===== src/rtl/spi_reg_ctrl.sv =====
`default_nettype none
// ============================================================================
// Module      : spi_reg_ctrl
// Description : sysclk-domain command sequencer behind a byte-level SPI slave.
//               Synchronises CS and byte-ready, frames bytes into read/write
//               commands on a bank of 8-bit control registers and feeds read
//               replies back to the slave tx path.
//               Optional watchdog: define SPI_REG_CTRL_WDOG_EN.
// Revision    : 1.0 - initial release
// ============================================================================
module spi_reg_ctrl #(
  parameter int         NUM_REGS    = 8,
  parameter int         ADDR_W      = 3,
  parameter logic [7:0] REG_RST     = 8'h00,
  parameter int         WDOG_CYCLES = 12_000_000
) (
  input  logic                  sysclk,
  input  logic                  nreset,
  input  logic                  spi_cs_i,
  input  logic                  rx_ready_i,
  input  logic [7:0]            rx_data_i,
  output logic [7:0]            tx_data_o,
  output logic                  tx_ready_o,
  output logic [NUM_REGS*8-1:0] regs_o,
  output logic                  wr_strobe_o,
  output logic [ADDR_W-1:0]     wr_addr_o,
  output logic                  err_o,
  output logic                  wdog_o
);

  localparam logic [2:0] c_StIdle  = 3'd0;
  localparam logic [2:0] c_StCmd   = 3'd1;
  localparam logic [2:0] c_StWdata = 3'd2;
  localparam logic [2:0] c_StRdata = 3'd3;
  localparam logic [2:0] c_StErr   = 3'd4;

  localparam logic [7:0]        c_NumRegs  = 8'(NUM_REGS);
  localparam logic [ADDR_W-1:0] c_LastAddr = ADDR_W'(NUM_REGS - 1);

  // Reject configurations the address logic cannot represent
  generate
    if (NUM_REGS < 1 || NUM_REGS > 128 || (1 << ADDR_W) < NUM_REGS || WDOG_CYCLES < 2) begin : g_badParams
      $error("spi_reg_ctrl: illegal parameter combination");
    end
  endgenerate

  logic [1:0]        r_csSync;
  logic              r_csPrev;
  logic [1:0]        r_rxSync;
  logic              r_rxPrev;
  logic              r_byteStb;
  logic [2:0]        r_state;
  logic [2:0]        w_stateNext;
  logic [ADDR_W-1:0] r_addr;
  logic [ADDR_W-1:0] w_nextAddr;
  logic              r_reload;
  logic [7:0]        r_regs [NUM_REGS];

  logic w_csFall, w_csRise;
  logic w_cmdRead, w_cmdBad;
  logic [ADDR_W-1:0] w_cmdAddr;
  logic w_setAddr, w_loadRead, w_errPulse, w_commitWr, w_advRead;
  logic w_wdogFire;

  // Double-flop CS and byte-ready into sysclk; keep a delayed copy for edge detection
  always_ff @(posedge sysclk or negedge nreset) begin
    if (!nreset) begin
      r_csSync  <= 2'b11;
      r_csPrev  <= 1'b1;
      r_rxSync  <= 2'b00;
      r_rxPrev  <= 1'b0;
      r_byteStb <= 1'b0;
    end else begin
      r_csSync  <= {r_csSync[0], spi_cs_i};
      r_csPrev  <= r_csSync[1];
      r_rxSync  <= {r_rxSync[0], rx_ready_i};
      r_rxPrev  <= r_rxSync[1];
      r_byteStb <= r_rxSync[1] & ~r_rxPrev;
    end
  end

  assign w_csFall   = r_csPrev & ~r_csSync[1];
  assign w_csRise   = ~r_csPrev & r_csSync[1];
  assign w_cmdRead  = rx_data_i[7];
  assign w_cmdBad   = ({1'b0, rx_data_i[6:0]} >= c_NumRegs);
  assign w_cmdAddr  = rx_data_i[ADDR_W-1:0];
  assign w_nextAddr = (r_addr == c_LastAddr) ? '0 : r_addr + ADDR_W'(1);

  // FSM state register
  always_ff @(posedge sysclk or negedge nreset) begin
    if (!nreset) r_state <= c_StIdle;
    else         r_state <= w_stateNext;
  end

  // FSM next-state: CS rise always returns to IDLE, bytes steer the command phase
  always_comb begin
    w_stateNext = r_state;
    if (w_csRise) begin
      w_stateNext = c_StIdle;
    end else begin
      case (r_state)
        c_StIdle: if (w_csFall) w_stateNext = c_StCmd;
        c_StCmd: begin
          if (r_byteStb) begin
            if (w_cmdBad)       w_stateNext = c_StErr;
            else if (w_cmdRead) w_stateNext = c_StRdata;
            else                w_stateNext = c_StWdata;
          end
        end
        c_StWdata, c_StRdata, c_StErr: w_stateNext = r_state;
        default: w_stateNext = c_StIdle;
      endcase
    end
  end

  // FSM outputs: per-byte datapath actions, suppressed in the CS-rise cycle
  always_comb begin
    w_setAddr  = 1'b0;
    w_loadRead = 1'b0;
    w_errPulse = 1'b0;
    w_commitWr = 1'b0;
    w_advRead  = 1'b0;
    if (!w_csRise && r_byteStb) begin
      case (r_state)
        c_StCmd: begin
          if (w_cmdBad) begin
            w_errPulse = 1'b1;
          end else begin
            w_setAddr  = 1'b1;
            w_loadRead = w_cmdRead;
          end
        end
        c_StWdata: w_commitWr = 1'b1;
        c_StRdata: w_advRead  = 1'b1;
        default: ;
      endcase
    end
  end

  // Address pointer, reply byte and event pulses; a read byte drops txReady for
  // one cycle before the next register is presented
  always_ff @(posedge sysclk or negedge nreset) begin
    if (!nreset) begin
      r_addr      <= '0;
      r_reload    <= 1'b0;
      tx_data_o   <= 8'h00;
      tx_ready_o  <= 1'b0;
      wr_strobe_o <= 1'b0;
      wr_addr_o   <= '0;
      err_o       <= 1'b0;
    end else begin
      wr_strobe_o <= w_commitWr;
      err_o       <= w_errPulse;
      r_reload    <= 1'b0;
      if (w_commitWr) wr_addr_o <= r_addr;
      if (w_csRise) begin
        tx_ready_o <= 1'b0;
        r_addr     <= '0;
      end else if (w_setAddr) begin
        r_addr <= w_cmdAddr;
        if (w_loadRead) begin
          tx_data_o  <= r_regs[w_cmdAddr];
          tx_ready_o <= 1'b1;
        end
      end else if (w_commitWr) begin
        r_addr <= w_nextAddr;
      end else if (w_advRead) begin
        tx_ready_o <= 1'b0;
        r_addr     <= w_nextAddr;
        r_reload   <= 1'b1;
      end else if (r_reload && r_state == c_StRdata) begin
        tx_data_o  <= r_regs[r_addr];
        tx_ready_o <= 1'b1;
      end
    end
  end

  // Register bank: watchdog restore loses to a write committing in the same cycle
  always_ff @(posedge sysclk or negedge nreset) begin
    if (!nreset) begin
      for (int i = 0; i < NUM_REGS; i++) r_regs[i] <= REG_RST;
    end else if (w_wdogFire) begin
      for (int i = 0; i < NUM_REGS; i++) r_regs[i] <= REG_RST;
    end else if (w_commitWr) begin
      r_regs[r_addr] <= rx_data_i;
    end
  end

  generate
    for (genvar n = 0; n < NUM_REGS; n++) begin : g_regOut
      assign regs_o[8*n +: 8] = r_regs[n];
    end
  endgenerate

`ifdef SPI_REG_CTRL_WDOG_EN
  localparam int                c_WdogW    = (WDOG_CYCLES > 2) ? $clog2(WDOG_CYCLES) : 1;
  localparam logic [c_WdogW-1:0] c_WdogLast = c_WdogW'(WDOG_CYCLES - 1);

  logic [c_WdogW-1:0] r_wdogCnt;

  assign w_wdogFire = (r_wdogCnt == c_WdogLast) && !w_commitWr;

  // Inactivity counter, cleared by every committed write or by its own timeout
  always_ff @(posedge sysclk or negedge nreset) begin
    if (!nreset) begin
      r_wdogCnt <= '0;
      wdog_o    <= 1'b0;
    end else begin
      wdog_o <= w_wdogFire;
      if (w_commitWr || w_wdogFire) r_wdogCnt <= '0;
      else                          r_wdogCnt <= r_wdogCnt + c_WdogW'(1);
    end
  end
`else
  assign w_wdogFire = 1'b0;
  assign wdog_o     = 1'b0;
`endif

endmodule
`default_nettype wire

===== config.mk =====
export PLATFORM = sky130hd
export DESIGN_NAME = spi_reg_ctrl
export DESIGN_NICKNAME = d
export VERILOG_FILES = /design/src/rtl/spi_reg_ctrl.sv
export SDC_FILE = /design/constraint.sdc
export NUM_CORES = 1
export LEC_CHECK = 0
export ABC_AREA = 1
export CORE_MARGIN = 5
export CORE_UTILIZATION = 55
export DETAILED_ROUTE_END_ITERATION = 8
export GPL_TIMING_DRIVEN = 0
export MAX_ROUTING_LAYER = met4
export PLACE_DENSITY_LB_ADDON = 0.12
export SLEW_MARGIN = 30
export SYNTH_ARGS = -nofsm -noshare
export SYNTH_HDL_FRONTEND = slang
export SYNTH_SLANG_ARGS = --single-unit

===== constraint.sdc =====
create_clock -name sysclk -period 4.4 [get_ports sysclk]
set_input_delay 1.1 -clock sysclk [delete_from_list [all_inputs] [get_ports sysclk]]
set_output_delay 1.1 -clock sysclk [all_outputs]
set_load 0.005 [all_outputs]

Word level (Yosys, flattened, before mapping)
Cells that the tools add are included.
- bits of input ports: 12
- word-level logic and storage cells: 108
- bits in registers: 92
- output and inout port bits: 79
- bitwise operators: 9
- $lt $le $gt $ge: 4
- add/sub/neg operators: 1
- multiplexer cells: 48
- equal/unequal tests: 13
- reduce and logical (&&, ||, !) cells: 12
- operator list (operator ; number):
    $mux 8 ; 10
    $bwmux 64 ; 1
    $bmux 8 s3 ; 2
    $mux 3 ; 9
    $demux 8 s3 ; 1
    $mux 1 ; 24
    $ne 3x3->1 const B ; 3
    $pmux 3 s3 ; 1
    $ge 4x4->1 const B ; 2
    $not 3->4 ; 2
    $reduce_bool 4->1 ; 2
    $ge 7x4->1 const B ; 1
    $eq 3x2->1 const B ; 2
    $eq 3x3->1 const B ; 2
    $ne 2x2->1 const B ; 3
    $reduce_and 3->1 ; 2
    $reduce_and 5->1 ; 1
    $lt 4x1->1 const B ; 1
    $not 1->1 ; 4
    $add 3x1->3 const B ; 1
    $and 1x1->1 ; 3
    $eq 3x1->1 const B ; 1
    $logic_and 1x1->1 ; 3
    $logic_not 3->1 ; 1
    5 further kinds ; 5

Depth between registers and ports, before layout
Gate-level depths: netlist of run 1.
- depth in word-level cells: 9
- mapped depth: 12

Worst setup path after synthesis of run 1
Ideal clock, no wire load.
- kind: input port to flip-flop
- start point: in rx_data_i[2]
- end point: reg tx_data_o[6]
- library setup time: 0.117 ns
- cell stages on the path: 8
- data arrival time: 1.971 ns
- path slack: 2.313 ns
- path through: buf_2 -> inv_1 -> clkbuf_1 -> nand3_1 -> nand3_1 -> nand2_1 -> nand2_1 -> nand2_1
- cells in the longest elaborated chain, start to end: 6
- RTL lines (item ; RTL line ; source):
    start, declared ; 21 ; input logic [7:0] rx_data_i,
    $ge 7x4->1 or $not 3->4 (tied branches) ; 85, 162 ;
    $mux 1 or $bmux 8 s3 (tied branches) ; 126, 162 ;
    $mux 1 or $mux 8 (tied branches) ; 124, 162 ;
    $mux 1 or $mux 8 (tied branches) ; 123, 162 ;
    $ne 2x1->1 (no line), or another cell as far along ; -- ;
    $reduce_and 5->1 (no line) or $mux 8 (tied branches) ; -- ;
    end signal, assigned ; 162 ; tx_data_o <= r_regs[w_cmdAddr];
    end signal, assigned ; 172 ; tx_data_o <= r_regs[r_addr];
    end, declared ; 22 ; output logic [7:0] tx_data_o,
Several ways; a longest one is shown, not always the timed one. The select of a mux whose other input is x is not followed.
A chain may end at the register's enable or synchronous reset.

Worst setup path after layout of run 1
- start point: in rx_data_i[0]
- end point: reg tx_data_o[6]
The elaborated chain is that of the path after synthesis.

==> out/metrics.yaml, run 1 <==
die-area_um2: 11300
grt_remaining_overflow: 0
max_slew_margin_pct: 43.3
fill_cells: 735
wl_um: 17200
holdWs_ns: 0.364
crit_type: "primary input to flop"
post-cts-setup-buffer-count: 0
vias: 5137
slowest_stage: "clkbuf_1"
fp-row-count: 35
end_kind: "flop"
detailed_place_hpwl_um: 12700
antenna_cells: 0
viasPerCell: 5.65
outcome: "completed"
nets: 809
clk_pin_slew_ns: 0.10
comb_power_share_pct: 35.3
intPower_uw: 1460
avgSynthCellArea_um2: 7.32
die_width_um: 106
drc: 0
yosys.area.top_type_share_pct: 43.8
rsz0062_at_grt: "no"
place_area_um2: 6120
required_ns: 4.65
coreArea_um2: 9110
seq_area_frac_synth_pct: 45.3
io_pins: 91
max_stage_delay_ns: 0.67
syn-cell-area_um2: 5080
start_kind: "primary input"
cp_cell_sequence: "clkdlybuf4s50_1, inv_2, clkbuf_1, nand2_1, nand3_1, nand3_1, nand3_1, nand2_1, nand2_1, nand2_1"
grt_max_degree: 56
cts_buffers: 9
gr-usage-met2_pct: 50.0
yosys_warnings: 0
synth_cell_types: 32
crit_fanout: 10
antenna_found_initial: 0
post-route-util_pct: 69.4
antenna_left: 0
holdBufCountCts: 0
synth-seq-cells: 92
synthCells: 695
grt_usage_pct: 32.7
clock_latency_ns: 0.37
fmax_mhz: 352
grt_pass1_vias: 5077
swShare_pct: 39.2
die_h_um: 106
hold_class: "flop to flop"
crit_family: "buffers and inverters"
slew_violations: 0
yosysTopAreaCell: "dfrtp_1"
grt_pass1_wl_um: 27500
power.switching_uw: 944
drive_gt1_share_pct: 9.76
setup_viol: 0
p_leak_uw: 0.00355
cts_tree: "built"
initial_core_util_pct: 55.8
dr.pass1.iters: 5
worst_pin_slew_ns: 0.850
period_needed_ns: 2.84
fin_skew_ns: 0.0139
clkPwrFrac_pct: 24.2
p_per_area_nw_per_um2: 381
fin_area_um2: 6320
area_growth_pct: 24.3
fin_ws_ns: 1.56
cpMostUsedCell: "nand2_1"
ir_worst_vdd_v: 0.000236
wire_per_inst_um: 18.9
cp.buffers_inverters: 3
fin_crit_sh_pct: 64.6
place_congestion: 1.01
root_buffer: "clkbuf_8"
first_iter_violations: 395
yosys-top-cells-area: "dfrtp_1 (44%), nand2_1 (20%), nand3_1 (8.7%)"
hold_violations: 0
grt.busiest_layer: "met2"
cts_buffer_depth: 2
port_buffers: 87
clock_sinks: 92
gr-usage-met1_pct: 42.5
syn-num-nets: 710
place_ws_ns: 1.22
ctsResizeCount: 0
power.share.sequential_pct: 40.5
cp_data_arrival_time_ns: 3.10
use_met3_pct: 7.04
maxCapViolations: 0
h-tree-depth: 3
power by group through the flow:
stage	clock network [uW]	registers [uW]	logic (uW)
after detailed placement	0	991	832
after CTS	577	975	835
after floorplan	0	981	494
final	582	976	849
after global routing	619	985	922
after global placement	0	987	812
per-stage QoR:
| stage | TNS (ns) | power, uW | cells |
|---|---|---|---|
| CTS | 0 | 2390 | 910 |
| floorplan | 0 | 1470 | 695 |
| global route | 0 | 2530 | 910 |
| detailed placement | 0 | 1820 | 894 |
| global placement | -77.57 | 1800 | 893 |
| finish | 0 | 2410 | 910 |
kinds of logic (layout without fill, tap and decap cells):
group / Yosys count / in the layout / synth area share (%)
buf+inv: 121 / 225 / 10.7
fa+ha+maj: 3 / 3 / 0.738
compound gates: 88 / 88 / 9.30
simple gates: 390 / 390 / 33.9
flops: 92 / 92 / 45.3
other cells: 1 / 1 / 0.0737
Yosys cell counts, drive strengths merged:
cell	number
a21oi	1
buf	26
clkbuf	7
clkinv	2
conb	1
dfrtp	89
dfstp	3
ha	3
inv	86
nand2	278
nand3	89
nand3b	1
nand4	3
nor2	18
nor3	1
o211ai	6
o21ai	79
o22ai	2
state kept, by name, summed over array words and instances (netlist names):
signal,flops
r_csPrev,1
r_reload,1
r_addr,3
r_csSync,2
err_o,1
wr_strobe_o,1
tx_ready_o,1
wr_addr_o,3
r_byteStb,1
r_rxPrev,1
regs_o,64
r_state,3
tx_data_o,8
r_rxSync,2
worst paths after layout:
kind	start	cells after the start	slack, ns	end
min reg2reg	r_rxSync[0]$_DFF_PN0_	0	0.36	r_rxSync[1]$_DFF_PN0_
max in group asynchronous	nreset	2	3.15	r_csSync[0]$_DFF_PN1_
min in group asynchronous	nreset	1	0.61	regs_o[42]$_DFFE_PN0P_
max reg2reg	r_csSync[1]$_DFF_PN1_	10	2.27	tx_data_o[6]$_DFFE_PN0P_
min	r_rxSync[0]$_DFF_PN0_	0	0.36	r_rxSync[1]$_DFF_PN0_
max	rx_data_i[0]	10	1.56	tx_data_o[6]$_DFFE_PN0P_
cell type report:
type                            instances  area (um2)  area share, %
Inverter                               88         334           5.29
Buffer                                 33         208           3.29
Timing Repair Buffer                   88         900           14.2
Multi-Input combinational cell        482        2240           35.4
Clock buffer                           12         165           2.61
Tap cell                              111         139           2.20
Clock inverter                          4        30.0          0.475
Sequential cell                        92        2310           36.5
layout by cell type, fill, tap and decap left out, types with 3 or more instances in the layout:
| cell | n |
|---|---|
| clkbuf_8 | 12 |
| buf_6 | 9 |
| dfrtp_1 | 89 |
| clkbuf_1 | 7 |
| clkdlybuf4s50_1 | 86 |
| o21ai_2 | 4 |
| buf_1 | 3 |
| nor2_1 | 12 |
| o211ai_1 | 6 |
| ha_1 | 3 |
| o21ai_0 | 15 |
| inv_2 | 11 |
| nor2_2 | 3 |
| nand2_1 | 269 |
| nand3_1 | 88 |
| buf_2 | 13 |
| nand2_4 | 9 |
| inv_1 | 74 |
| dfstp_2 | 3 |
| o21ai_1 | 60 |
routing by layer:
layer  up-vias  wire, um
li1       2390         -
met3        55      1440
met5         -         0
met2       271      7950
met1      2421      7140
met4         0       645
No activity file was read; power rests on OpenSTA's default activity.
==> run 2, diff against run 1 <==
--- a/config.mk
+++ b/config.mk
@@ -7,7 +7,7 @@
 export LEC_CHECK = 0
 export ABC_AREA = 1
 export CORE_MARGIN = 5
-export CORE_UTILIZATION = 55
+export CORE_UTILIZATION = 53
 export DETAILED_ROUTE_END_ITERATION = 8
 export GPL_TIMING_DRIVEN = 0
 export MAX_ROUTING_LAYER = met4
==> constraint.sdc (replaced) <==
create_clock -name sysclk -period 2.9 [get_ports sysclk]
set_input_delay 0.725 -clock sysclk [delete_from_list [all_inputs] [get_ports sysclk]]
set_output_delay 0.725 -clock sysclk [all_outputs]
set_load 0.005 [all_outputs]
==> run 2 against run 1 <==
Against the previous run: count of clock-buffer cells in the layout shrank 2; final area is 1.2% higher; wire length up 0.17%; register-to-register slack worse by 1.5 ns; total power is 59% higher; first-iteration DRC count rose by 15%; combinational power up 51%; final cell count grew 2.0%; clock power increased by 84%; core utilization shrank 0.51 points; non-clock buffer count unchanged; critical path type unchanged.
==> out/metrics.yaml, run 2 (synthesized netlist as in run 1, its figures left out) <==
outcome: "completed"
grt_pass1_wl_um: 27200
antenna_found_initial: 0
hold_violations: 0
h-tree-depth: 3
root_buffer: "clkbuf_8"
wl_um: 17200
area_growth_pct: 25.7
ir_worst_vdd_v: 0.000292
io_pins: 91
p_leak_uw: 0.00357
fill_cells: 823
fin_crit_sh_pct: 83.9
post-cts-setup-buffer-count: 0
cts_buffer_depth: 2
setup_viol: 0
clock_sinks: 92
ctsResizeCount: 0
slew_violations: 0
max_stage_delay_ns: 0.70
multi_input_area_um2: 2240
initial_core_util_pct: 54.8
hold_class: "primary input to asynchronous set/reset pin"
finalSetupTns_ns: 0
wire_per_inst_um: 18.5
antenna_cells: 0
detailed_place_hpwl_um: 12700
antenna_left: 0
grt_max_degree: 54
required_ns: 3.15
maxCapViolations: 0
max_slew_margin_pct: 40.6
crit_fanout: 10
crit_family: "buffers and inverters"
crit_type: "primary input to flop"
worst_pin_slew_ns: 0.890
path_depth: 10
period_needed_ns: 2.43
clk_pin_slew_ns: 0.10
ff2ff_path_depth: 11
grt_remaining_overflow: 0
cp.buffers_inverters: 3
cp_data_arrival_time_ns: 2.68
cpMostUsedCell: "nand2_1"
nets: 809
start_kind: "primary input"
end_kind: "flop"
final_cell_mix: "nand2_1 (269), dfrtp_1 (89), nand3_1 (88)"
vias: 5085
grt_usage_pct: 31.7
coreArea_um2: 9280
fp-row-count: 35
die-area_um2: 11700
slowest_stage: "clkbuf_1"
cp_cell_sequence: "clkdlybuf4s50_1, inv_2, clkbuf_1, nand2_1, nand3_1, nand3_1, nand3_1, nand2_1, nand2_1, nand2_1"
holdWs_ns: 0.261
dr.pass1.iters: 5
cts_tree: "built"
seqCellArea_um2: 2310
drc: 0
place_congestion: 1.01
first_iter_violations: 453
holdBufCountCts: 0
final_common_cell: "nand2_1"
drive_gt1_share_pct: 9.64
fin_skew_ns: 0.0135
die_h_um: 108
clock_latency_ns: 0.37
viasPerCell: 5.48
die_width_um: 108
largest_reg_flops: 64
reg2reg_setup_slack_ns: 0.78
grt_pass1_vias: 4875
p_per_area_nw_per_um2: 599
rsz0062_at_grt: "no"
fmax_mhz: 411
port_buffers: 87
cts_buffers: 9
[run 2: changes by cell type in the layout (fill, tap and decap cells not counted), sizes merged]
cell | before | now
clkinvlp | 1 | 0
clkbuf | 19 | 17
bufinv | 0 | 3
[run 2: area by class of cell]
type,count,share of cell area (%)
tap,129,2.52
inverter,88,5.23
multi-input combinational,482,35.0
clock buffer,10,2.00
clock inverter,6,1.86
buffer,33,3.25
timing repair buffer,88,14.1
sequential,92,36.1
[run 2: per-stage QoR]
| stage | instances | utilization [%] | instance area, um2 | worst slack (ns) | total power [uW] |
|---|---|---|---|---|---|
| floorplan | 695 | - | 5080 | 1.08 | 2240 |
| global placement | 911 | 65.9 | 6120 | -1.96 | 2720 |
| finish | 928 | 68.9 | 6390 | 0.468 | 3830 |
| CTS | 928 | 68.9 | 6390 | 0.488 | 3810 |
| detailed placement | 912 | 66.2 | 6150 | 0.121 | 2750 |
| global route | 928 | 68.9 | 6390 | 0.385 | 4020 |
[run 2: path summary, 6_finish.rpt]
| check | start | to |
|---|---|---|
| setup reg to reg | r_csPrev$_DFF_PN1_ | regs_o[63]$_DFFE_PN0P_ |
| hold reg to reg | r_rxSync[0]$_DFF_PN0_ | r_rxSync[1]$_DFF_PN0_ |
| max in group asynchronous | nreset | r_csSync[0]$_DFF_PN1_ |
| hold / removal | nreset | regs_o[38]$_DFFE_PN0P_ |
| setup / recovery | rx_data_i[0] | tx_data_o[6]$_DFFE_PN0P_ |
| min in group sysclk | r_rxSync[0]$_DFF_PN0_ | r_rxSync[1]$_DFF_PN0_ |
[run 2: routing by layer]
metal,GRT usage (%),part of all wire (%),vias up
met5,-,0,-
met4,9.92,2.4,0
met3,3.76,6.2,31
met2,48.4,47,244
met1,44.4,45,2422
li1,-,-,2388
[run 2: where the power goes]
| part | switching [uW] | leakage (uW) | internal (uW) |
|---|---|---|---|
| combinational | 837 | 0.00252 | 445 |
| sequential | 95.8 | 0.000930 | 1390 |
| clock | 484 | 0.000123 | 584 |
| total | 1420 | 0.00357 | 2420 |
==> run 3, diff against run 2 <==
--- a/config.mk
+++ b/config.mk
@@ -7,7 +7,7 @@
 export LEC_CHECK = 0
 export ABC_AREA = 1
 export CORE_MARGIN = 5
-export CORE_UTILIZATION = 53
+export CORE_UTILIZATION = 48
 export DETAILED_ROUTE_END_ITERATION = 8
 export GPL_TIMING_DRIVEN = 0
 export MAX_ROUTING_LAYER = met4
==> constraint.sdc (replaced) <==
create_clock -name sysclk -period 2.21 [get_ports sysclk]
set_input_delay 0.5525 -clock sysclk [delete_from_list [all_inputs] [get_ports sysclk]]
set_output_delay 0.5525 -clock sysclk [all_outputs]
set_load 0.005 [all_outputs]
==> run 3 against run 2 <==
Against the previous run: count of clock-buffer cells in the layout did not move; final area rose by 0.76%; non-clock buffer count rose by 4; first-iteration DRC count fell by 2.4%; final cell count rose by 1.2%; via count fell by 1.5%; sequential cell count did not move; wire length fell by 0.81%; critical path depth rose by 1; largest cell class unchanged; highest routed layer unchanged.
==> out/metrics.yaml, run 3 (synthesized netlist as in run 1, its figures left out) <==
io_pins: 91
cts_buffer_depth: 2
ir_worst_vdd_v: 0.000441
fin_crit_sh_pct: 94.2
wire_per_inst_um: 18.2
outcome: "completed"
holdBufCountCts: 0
start_kind: "flop"
viasPerCell: 5.33
antenna_found_initial: 0
wl_um: 17100
end_kind: "flop"
worst_pin_slew_ns: 0.800
clock_sinks: 92
fin_skew_ns: 0.0148
place_ws_ns: -0.391
multi_input_area_um2: 2240
reg2reg_setup_slack_ns: 0.13
holdWs_ns: 0.0621
die-area_um2: 12800
drc: 0
grt_max_degree: 56
grt_usage_pct: 28.3
place_congestion: 1.01
dr.pass1.iters: 5
r2r-end: "regs_o[46]$_DFFE_PN0P_"
final_cell_mix: "nand2_1 (269), dfrtp_1 (89), nand3_1 (88)"
crit_fanout: 10
cts_tree: "built"
fin_ws_ns: 0.129
h-tree-depth: 3
p_per_area_nw_per_um2: 774
largest_reg_flops: 64
grt_pass1_vias: 4957
hold_class: "primary input to asynchronous set/reset pin"
setup_viol: 0
area_growth_pct: 26.7
ff2ff_path_depth: 11
period_needed_ns: 2.08
antenna_cells: 0
cp_data_arrival_time_ns: 2.34
seqCellArea_um2: 2310
p_total_uw: 4980
hold_violations: 0
antenna_left: 0
rsz0062_at_grt: "no"
fmax_mhz: 481
fill_cells: 942
root_buffer: "clkbuf_8"
drive_gt1_share_pct: 10.3
grt_remaining_overflow: 0
slew_violations: 0
first_iter_violations: 442
max_slew_margin_pct: 46.6
required_ns: 2.47
finalSetupTns_ns: 0
crit_type: "flop to flop"
maxCapViolations: 0
nets: 813
fp-row-count: 37
grt_pass1_wl_um: 26900
r2r_start: "r_csPrev$_DFF_PN1_"
die_h_um: 113
initial_core_util_pct: 49.3
clock_latency_ns: 0.38
die_width_um: 113
final_common_cell: "nand2_1"
coreArea_um2: 10300
vias: 5009
clk_pin_slew_ns: 0.09
cts_buffers: 9
p_leak_uw: 0.00359
port_buffers: 87
detailed_place_hpwl_um: 12600
==> run 3: routing by layer <==
metal  track usage (%)  up-vias  wire, um
met4              11.3        0       467
met5                 -        -         0
met2              44.0      220      7970
met3              4.49       32      1240
met1              37.2     2359      7390
li1                  -     2398         -
==> run 3: critical path: stages (launching register included) <==
cell and delay (ns):
dfstp_2 0.52, inv_1 0.03, ha_1 0.20, clkinv_2 0.13, nand2_4 0.08, inv_4 0.07
nand4_4 0.18, nor2_8 0.29, nand2_4 0.13, buf_6 0.18, nand2_1 0.05, o21ai_1 0.07
==> run 3: cell type report <==
cell class / count / share of cell area [%]
clock buffers: 10 / 1.98
repair buffers: 92 / 14.4
multi-input cells: 482 / 34.8
flip-flops and latches: 92 / 35.8
well taps: 136 / 2.64
clock inverters: 6 / 1.77
plain buffers: 33 / 3.26
inverters: 88 / 5.30
==> run 3: how the worst max path moves through the flow <==
| stage | start | slack, ns | endpoint |
|---|---|---|---|
| 3_5_place_dp | rx_data_i[0] | -0.39 | tx_data_o[6]$_DFFE_PN0P_ |
| 3_3_place_gp | nreset | -2.63 | regs_o[27]$_DFFE_PN0P_ |
| 2_1_floorplan | r_csPrev$_DFF_PN1_ | 0.39 | regs_o[0]$_DFFE_PN0P_ |
| 6_report | r_csPrev$_DFF_PN1_ | 0.13 | regs_o[46]$_DFFE_PN0P_ |
| 4_1_cts | rx_data_i[0] | 0.0003 | tx_data_o[6]$_DFFE_PN0P_ |
| 5_1_grt | rx_data_i[5] | 0.001 | tx_data_o[4]$_DFFE_PN0P_ |
==> run 3: repair_timing <==
action                     in CTS  in global routing
gates resized for setup         0                  8
setup buffers                   0                  4
setup endpoints to repair       0                 17
==> run 3: per-stage QoR <==
stage          utilization [%]  instance area, um2  cells
2_1_floorplan                -                5080    695
3_3_place_gp              59.3                6130    918
3_5_place_dp              59.6                6150    919
4_1_cts                   62.0                6400    935
5_1_grt                   62.4                6440    939
6_report                  62.4                6440    939
==> run 3: power breakdown <==
| group | leakage (uW) | internal, uW | switching, uW | total (uW) |
|---|---|---|---|---|
| Combinational | 0.00254 | 585 | 1080 | 1670 |
| Sequential | 0.000930 | 1820 | 124 | 1940 |
| Clock | 0.000113 | 753 | 619 | 1370 |
